`src/rtl/axis_pixel_transform.sv`:
```
// axis_pixel_transform: per-packet pixel transform on an AXI4-Stream with output + skid buffering
// and a completed-packet counter on the master side.
module axis_pixel_transform #(
  parameter int PIXEL_WIDTH = 8,
  parameter int LANES = 4,
  parameter int CNT_WIDTH = 16
) (
  input  logic                         axi_clk,
  input  logic                         axi_reset,
  input  logic [1:0]                   cfg_mode,
  input  logic [PIXEL_WIDTH-1:0]       cfg_threshold,
  input  logic                         s_axis_valid,
  input  logic [PIXEL_WIDTH*LANES-1:0] s_axis_data,
  input  logic                         s_axis_last,
  output logic                         s_axis_ready,
  output logic                         m_axis_valid,
  output logic [PIXEL_WIDTH*LANES-1:0] m_axis_data,
  output logic                         m_axis_last,
  input  logic                         m_axis_ready,
  output logic [CNT_WIDTH-1:0]         pkt_count,
  output logic                         busy
);
  localparam int DW = PIXEL_WIDTH*LANES;
  logic [DW-1:0] tx, sk_data;
  logic sk_last, sk_valid, accept, xfer;
  logic [1:0] mode_q, mode;
  logic [PIXEL_WIDTH-1:0] thr_q, thr;
  // The first beat of a packet sees the live config; later beats see the copy latched with it.
  assign mode = busy ? mode_q : cfg_mode;
  assign thr = busy ? thr_q : cfg_threshold;
  assign s_axis_ready = ~sk_valid;
  assign accept = s_axis_valid & s_axis_ready;
  assign xfer = m_axis_valid & m_axis_ready;
  for (genvar i = 0; i < LANES; i++) begin : g_lane
    logic [PIXEL_WIDTH-1:0] p;
    logic ge;
    assign p = s_axis_data[i*PIXEL_WIDTH +: PIXEL_WIDTH];
    assign ge = p >= thr;
    assign tx[i*PIXEL_WIDTH +: PIXEL_WIDTH] = mode == 2'd0 ? p :
                                              mode == 2'd1 ? ~p :
                                              mode == 2'd2 ? {PIXEL_WIDTH{ge}} : {PIXEL_WIDTH{~ge}};
  end
  always_ff @(posedge axi_clk) begin
    if (axi_reset) begin
      m_axis_valid <= 1'b0;
      m_axis_data <= '0;
      m_axis_last <= 1'b0;
      sk_valid <= 1'b0;
      sk_data <= '0;
      sk_last <= 1'b0;
      pkt_count <= '0;
      busy <= 1'b0;
      mode_q <= 2'd0;
      thr_q <= '0;
    end else begin
      // An accept never coincides with a full skid, since ready is low then.
      if (xfer && sk_valid) begin
        m_axis_data <= sk_data;
        m_axis_last <= sk_last;
        sk_valid <= 1'b0;
      end else if (accept && (!m_axis_valid || xfer)) begin
        m_axis_valid <= 1'b1;
        m_axis_data <= tx;
        m_axis_last <= s_axis_last;
      end else if (accept) begin
        sk_valid <= 1'b1;
        sk_data <= tx;
        sk_last <= s_axis_last;
      end else if (xfer) begin
        m_axis_valid <= 1'b0;
      end
      if (accept && !busy) begin
        mode_q <= cfg_mode;
        thr_q <= cfg_threshold;
      end
      if (accept) busy <= ~s_axis_last;
      if (xfer && m_axis_last) pkt_count <= pkt_count + 1'b1;
    end
  end
endmodule

```
`config.mk`:
```
export PLATFORM = sky130hd
export DESIGN_NAME = axis_pixel_transform
export DESIGN_NICKNAME = d
export VERILOG_FILES = /design/src/rtl/axis_pixel_transform.sv
export SDC_FILE = /design/constraint.sdc
export NUM_CORES = 1
export LEC_CHECK = 0
export CORE_UTILIZATION = 50
export CTS_CLUSTER_SIZE = 25
export DETAILED_ROUTE_END_ITERATION = 12
export HOLD_SLACK_MARGIN = 0.08
export MAX_ROUTING_LAYER = met4
export PLACE_DENSITY = 0.73
export SLEW_MARGIN = 0
export SYNTH_ARGS = -nofsm -noshare
export SYNTH_HDL_FRONTEND = slang
export SYNTH_SLANG_ARGS = --single-unit
```
`constraint.sdc`:
```
create_clock -name axi_clk -period 8.55 [get_ports axi_clk]
set_input_delay 1.71 -clock axi_clk [delete_from_list [all_inputs] [get_ports axi_clk]]
set_output_delay 1.71 -clock axi_clk [all_outputs]
set_load 0.02 [all_outputs]
```
==> results_dict.tcl <==
set metrics [dict create \
    status "finished with violations" \
    violations "design-rule violations" \
    fillers 1048 \
    p_leak_nw 2.75 \
    drive_gt1_frac 0.0732 \
    cts_made_buffers 9 \
    die_area_um2 12600 \
    ys_seq_area_frac 0.313 \
    drt_iter0_markers 645 \
    areaGrowthSynthToFinish_pct 20.4 \
    synthFlopType "dfxtp_1" \
    tns_ps 0 \
    utilization 0.629 \
    yosys_warnings 0 \
    clockRootBuffer "clkbuf_16" \
    vias_per_cell 6.54 \
    gp_congestion 0.902 \
    setup_viol_count_final 0 \
    seqCellArea_um2 1900 \
    start_kind "input pin" \
    coreArea_um2 11600 \
    nNetsFinal 909 \
    die_h_um 112 \
    drv_slew 0 \
    reg2reg_depth 7 \
    io_pins 99 \
    rsz0062_at_grt "no" \
    path_clk_slew_ps 70 \
    start_util 0.522 \
    placed_cells 961 \
    hp-class "reg2reg" \
    post_dp_cell_area_um2 7000 \
    layout_commonest_cell "clkdlybuf4s50_1" \
    setup_slack_ps 4110 \
    post_cts_resized 0 \
    hold_viol 0 \
    arrival_ps 4660 \
    worstSetupPathType "in2reg" \
    num_rows 39 \
    async_flop_share 0 \
    hold_buffers 0 \
    ys_types 61 \
    cts_max_path_buffers 2 \
    crit_fanout 18 \
    wl_met2_mm 8.45 \
    top_layer "met4" \
    htree_levels 3 \
    finalClockSkew_ps 7.85 \
    gr-total-overflow 0 \
    postLayoutCellArea_um2 7300 \
    hpwl_mm 12.2 \
    syn-num-nets 852 \
    cts_setup_buffers 0 \
    vias 6386 \
    grt_pass1_vias 6025 \
    required_ps 8770 \
    fin_crit_ps 4440 \
    cts_tree "yes" \
    p_per_area_nw_per_um2 167 \
    finalCritPeriodShare 0.520 \
    synth_cells 772 \
    grt_max_degree 96 \
    antenna_found_initial 0 \
    cts_sinks 95 \
    fmax_ghz 0.225 \
    die_w_um 112 \
    drt-wirelength-per-cell_um 18.8 \
    ant_nets 0 \
    ir_worst_vdd_mv 0.0962 \
    track_usage 0.304 \
    routed-wl-met3_mm 1.51 \
    max_slew_margin 0.166 \
    dp_slack_ps 3780 \
    multi_input_area_um2 3830 \
    ys_ff_latch 95 \
    antennaDiodeCount 0 \
    remaining_drc_errors 5 \
    p_total_mw 1.22 \
    critical_path.endpoint_type "flip-flop" \
    worst_hold_slack_ps 477 \
    dr.pass1.iters 9 \
    synth-edff-count 0 \
    syn_avg_cell_area_um2 7.86 \
    final_cell_mix "clkdlybuf4s50_1, dfxtp_1, o21ai_0" \
    holdPathStages 2 \
    syn_area_um2 6070 \
    stdcell_count 976 \
    clock_latency_ps 350 \
    grt_pass1_wl_mm 29.8 \
    portBuffers 98 \
    worst_pin_slew_ps 1240 \
    wl_met1_mm 7.88 \
    drt-total-wl_mm 18.3 \
    cap_violations 0 \
]
## cell families (layout without fill, tap and decap cells)
group                      Yosys count  after routing  synth area share
DFF                                 95             95             0.313
buffers and inverters               77            138            0.0569
muxes                               13             13            0.0233
AOI/OAI and AO/OA                  245            245             0.260
adders and majority gates           33             33            0.0681
and+or+nand+nor                    297            297             0.261
xor gates and xnor gates            12             12            0.0173
## cell type report
cell class / count / share of cell area
clock buffers: 12 / 0.0351
clock inverters: 3 / 0.00582
inverters: 18 / 0.00925
multi-input cells: 600 / 0.524
flip-flops and latches: 95 / 0.260
well taps: 143 / 0.0245
repair buffers: 105 / 0.141
## worst paths after layout
path,from,end,slack [ps]
setup reg to reg,busy$_SDFFE_PP0P_,sk_data[8]$_SDFFE_PP0P_,4690
hold / removal,sk_last$_SDFFE_PP0P_,sk_last$_SDFFE_PP0P_,480
hold reg to reg,sk_last$_SDFFE_PP0P_,sk_last$_SDFFE_PP0P_,480
setup / recovery,cfg_threshold[5],sk_data[8]$_SDFFE_PP0P_,4110
## report_power, final
group | internal, mW | total (mW) | switching [mW]
combinational | 0.127 | 0.304 | 0.177
sequential | 0.471 | 0.496 | 0.0254
clock | 0.241 | 0.417 | 0.176
total | 0.839 | 1.22 | 0.379
## sequential cells by signal, summed over array words and instances (netlist names)
signal	cells
m_axis_data	32
sk_data	32
pkt_count	16
thr_q	8
mode_q	2
busy	1
m_axis_last	1
m_axis_valid	1
sk_last	1
sk_valid	1
## worst max-delay path, stage by stage
cell,delay (ps)
clkdlybuf4s50_1,420
mux2i_1,540
ha_1,220
and3_1,200
nand2_1,80
nor4_2,930
or4_1,450
nand3_1,120
## synth_stat cells, types with 6 or more instances
| cell | count | area share |
|---|---|---|
| buf_2 | 15 | 0.012 |
| ha_1 | 33 | 0.068 |
| or3_1 | 11 | 0.011 |
| clkbuf_1 | 31 | 0.019 |
| xnor2_1 | 7 | 0.010 |
| nor2_1 | 78 | 0.048 |
| a211oi_1 | 6 | 0.0074 |
| dfxtp_1 | 95 | 0.31 |
| nand2b_1 | 23 | 0.024 |
| a22o_1 | 23 | 0.033 |
| a31oi_1 | 22 | 0.023 |
| o22ai_1 | 19 | 0.020 |
| nand2_1 | 26 | 0.016 |
| a21oi_1 | 38 | 0.031 |
| inv_1 | 18 | 0.011 |
| nor3_1 | 64 | 0.053 |
| nor4_1 | 18 | 0.019 |
| mux2i_1 | 8 | 0.013 |
| buf_1 | 7 | 0.0043 |
| o21ai_0 | 93 | 0.077 |
| nand3_2 | 12 | 0.020 |
| nand3_1 | 37 | 0.031 |
## per-layer routing
metal | vias to the layer above | track usage
li1 | 2992 | -
met1 | 3008 | 0.392
met2 | 344 | 0.469
met3 | 42 | 0.0432
met4 | 0 | 0.144
met5 | - | -
(Power assumes the default switching activity.)
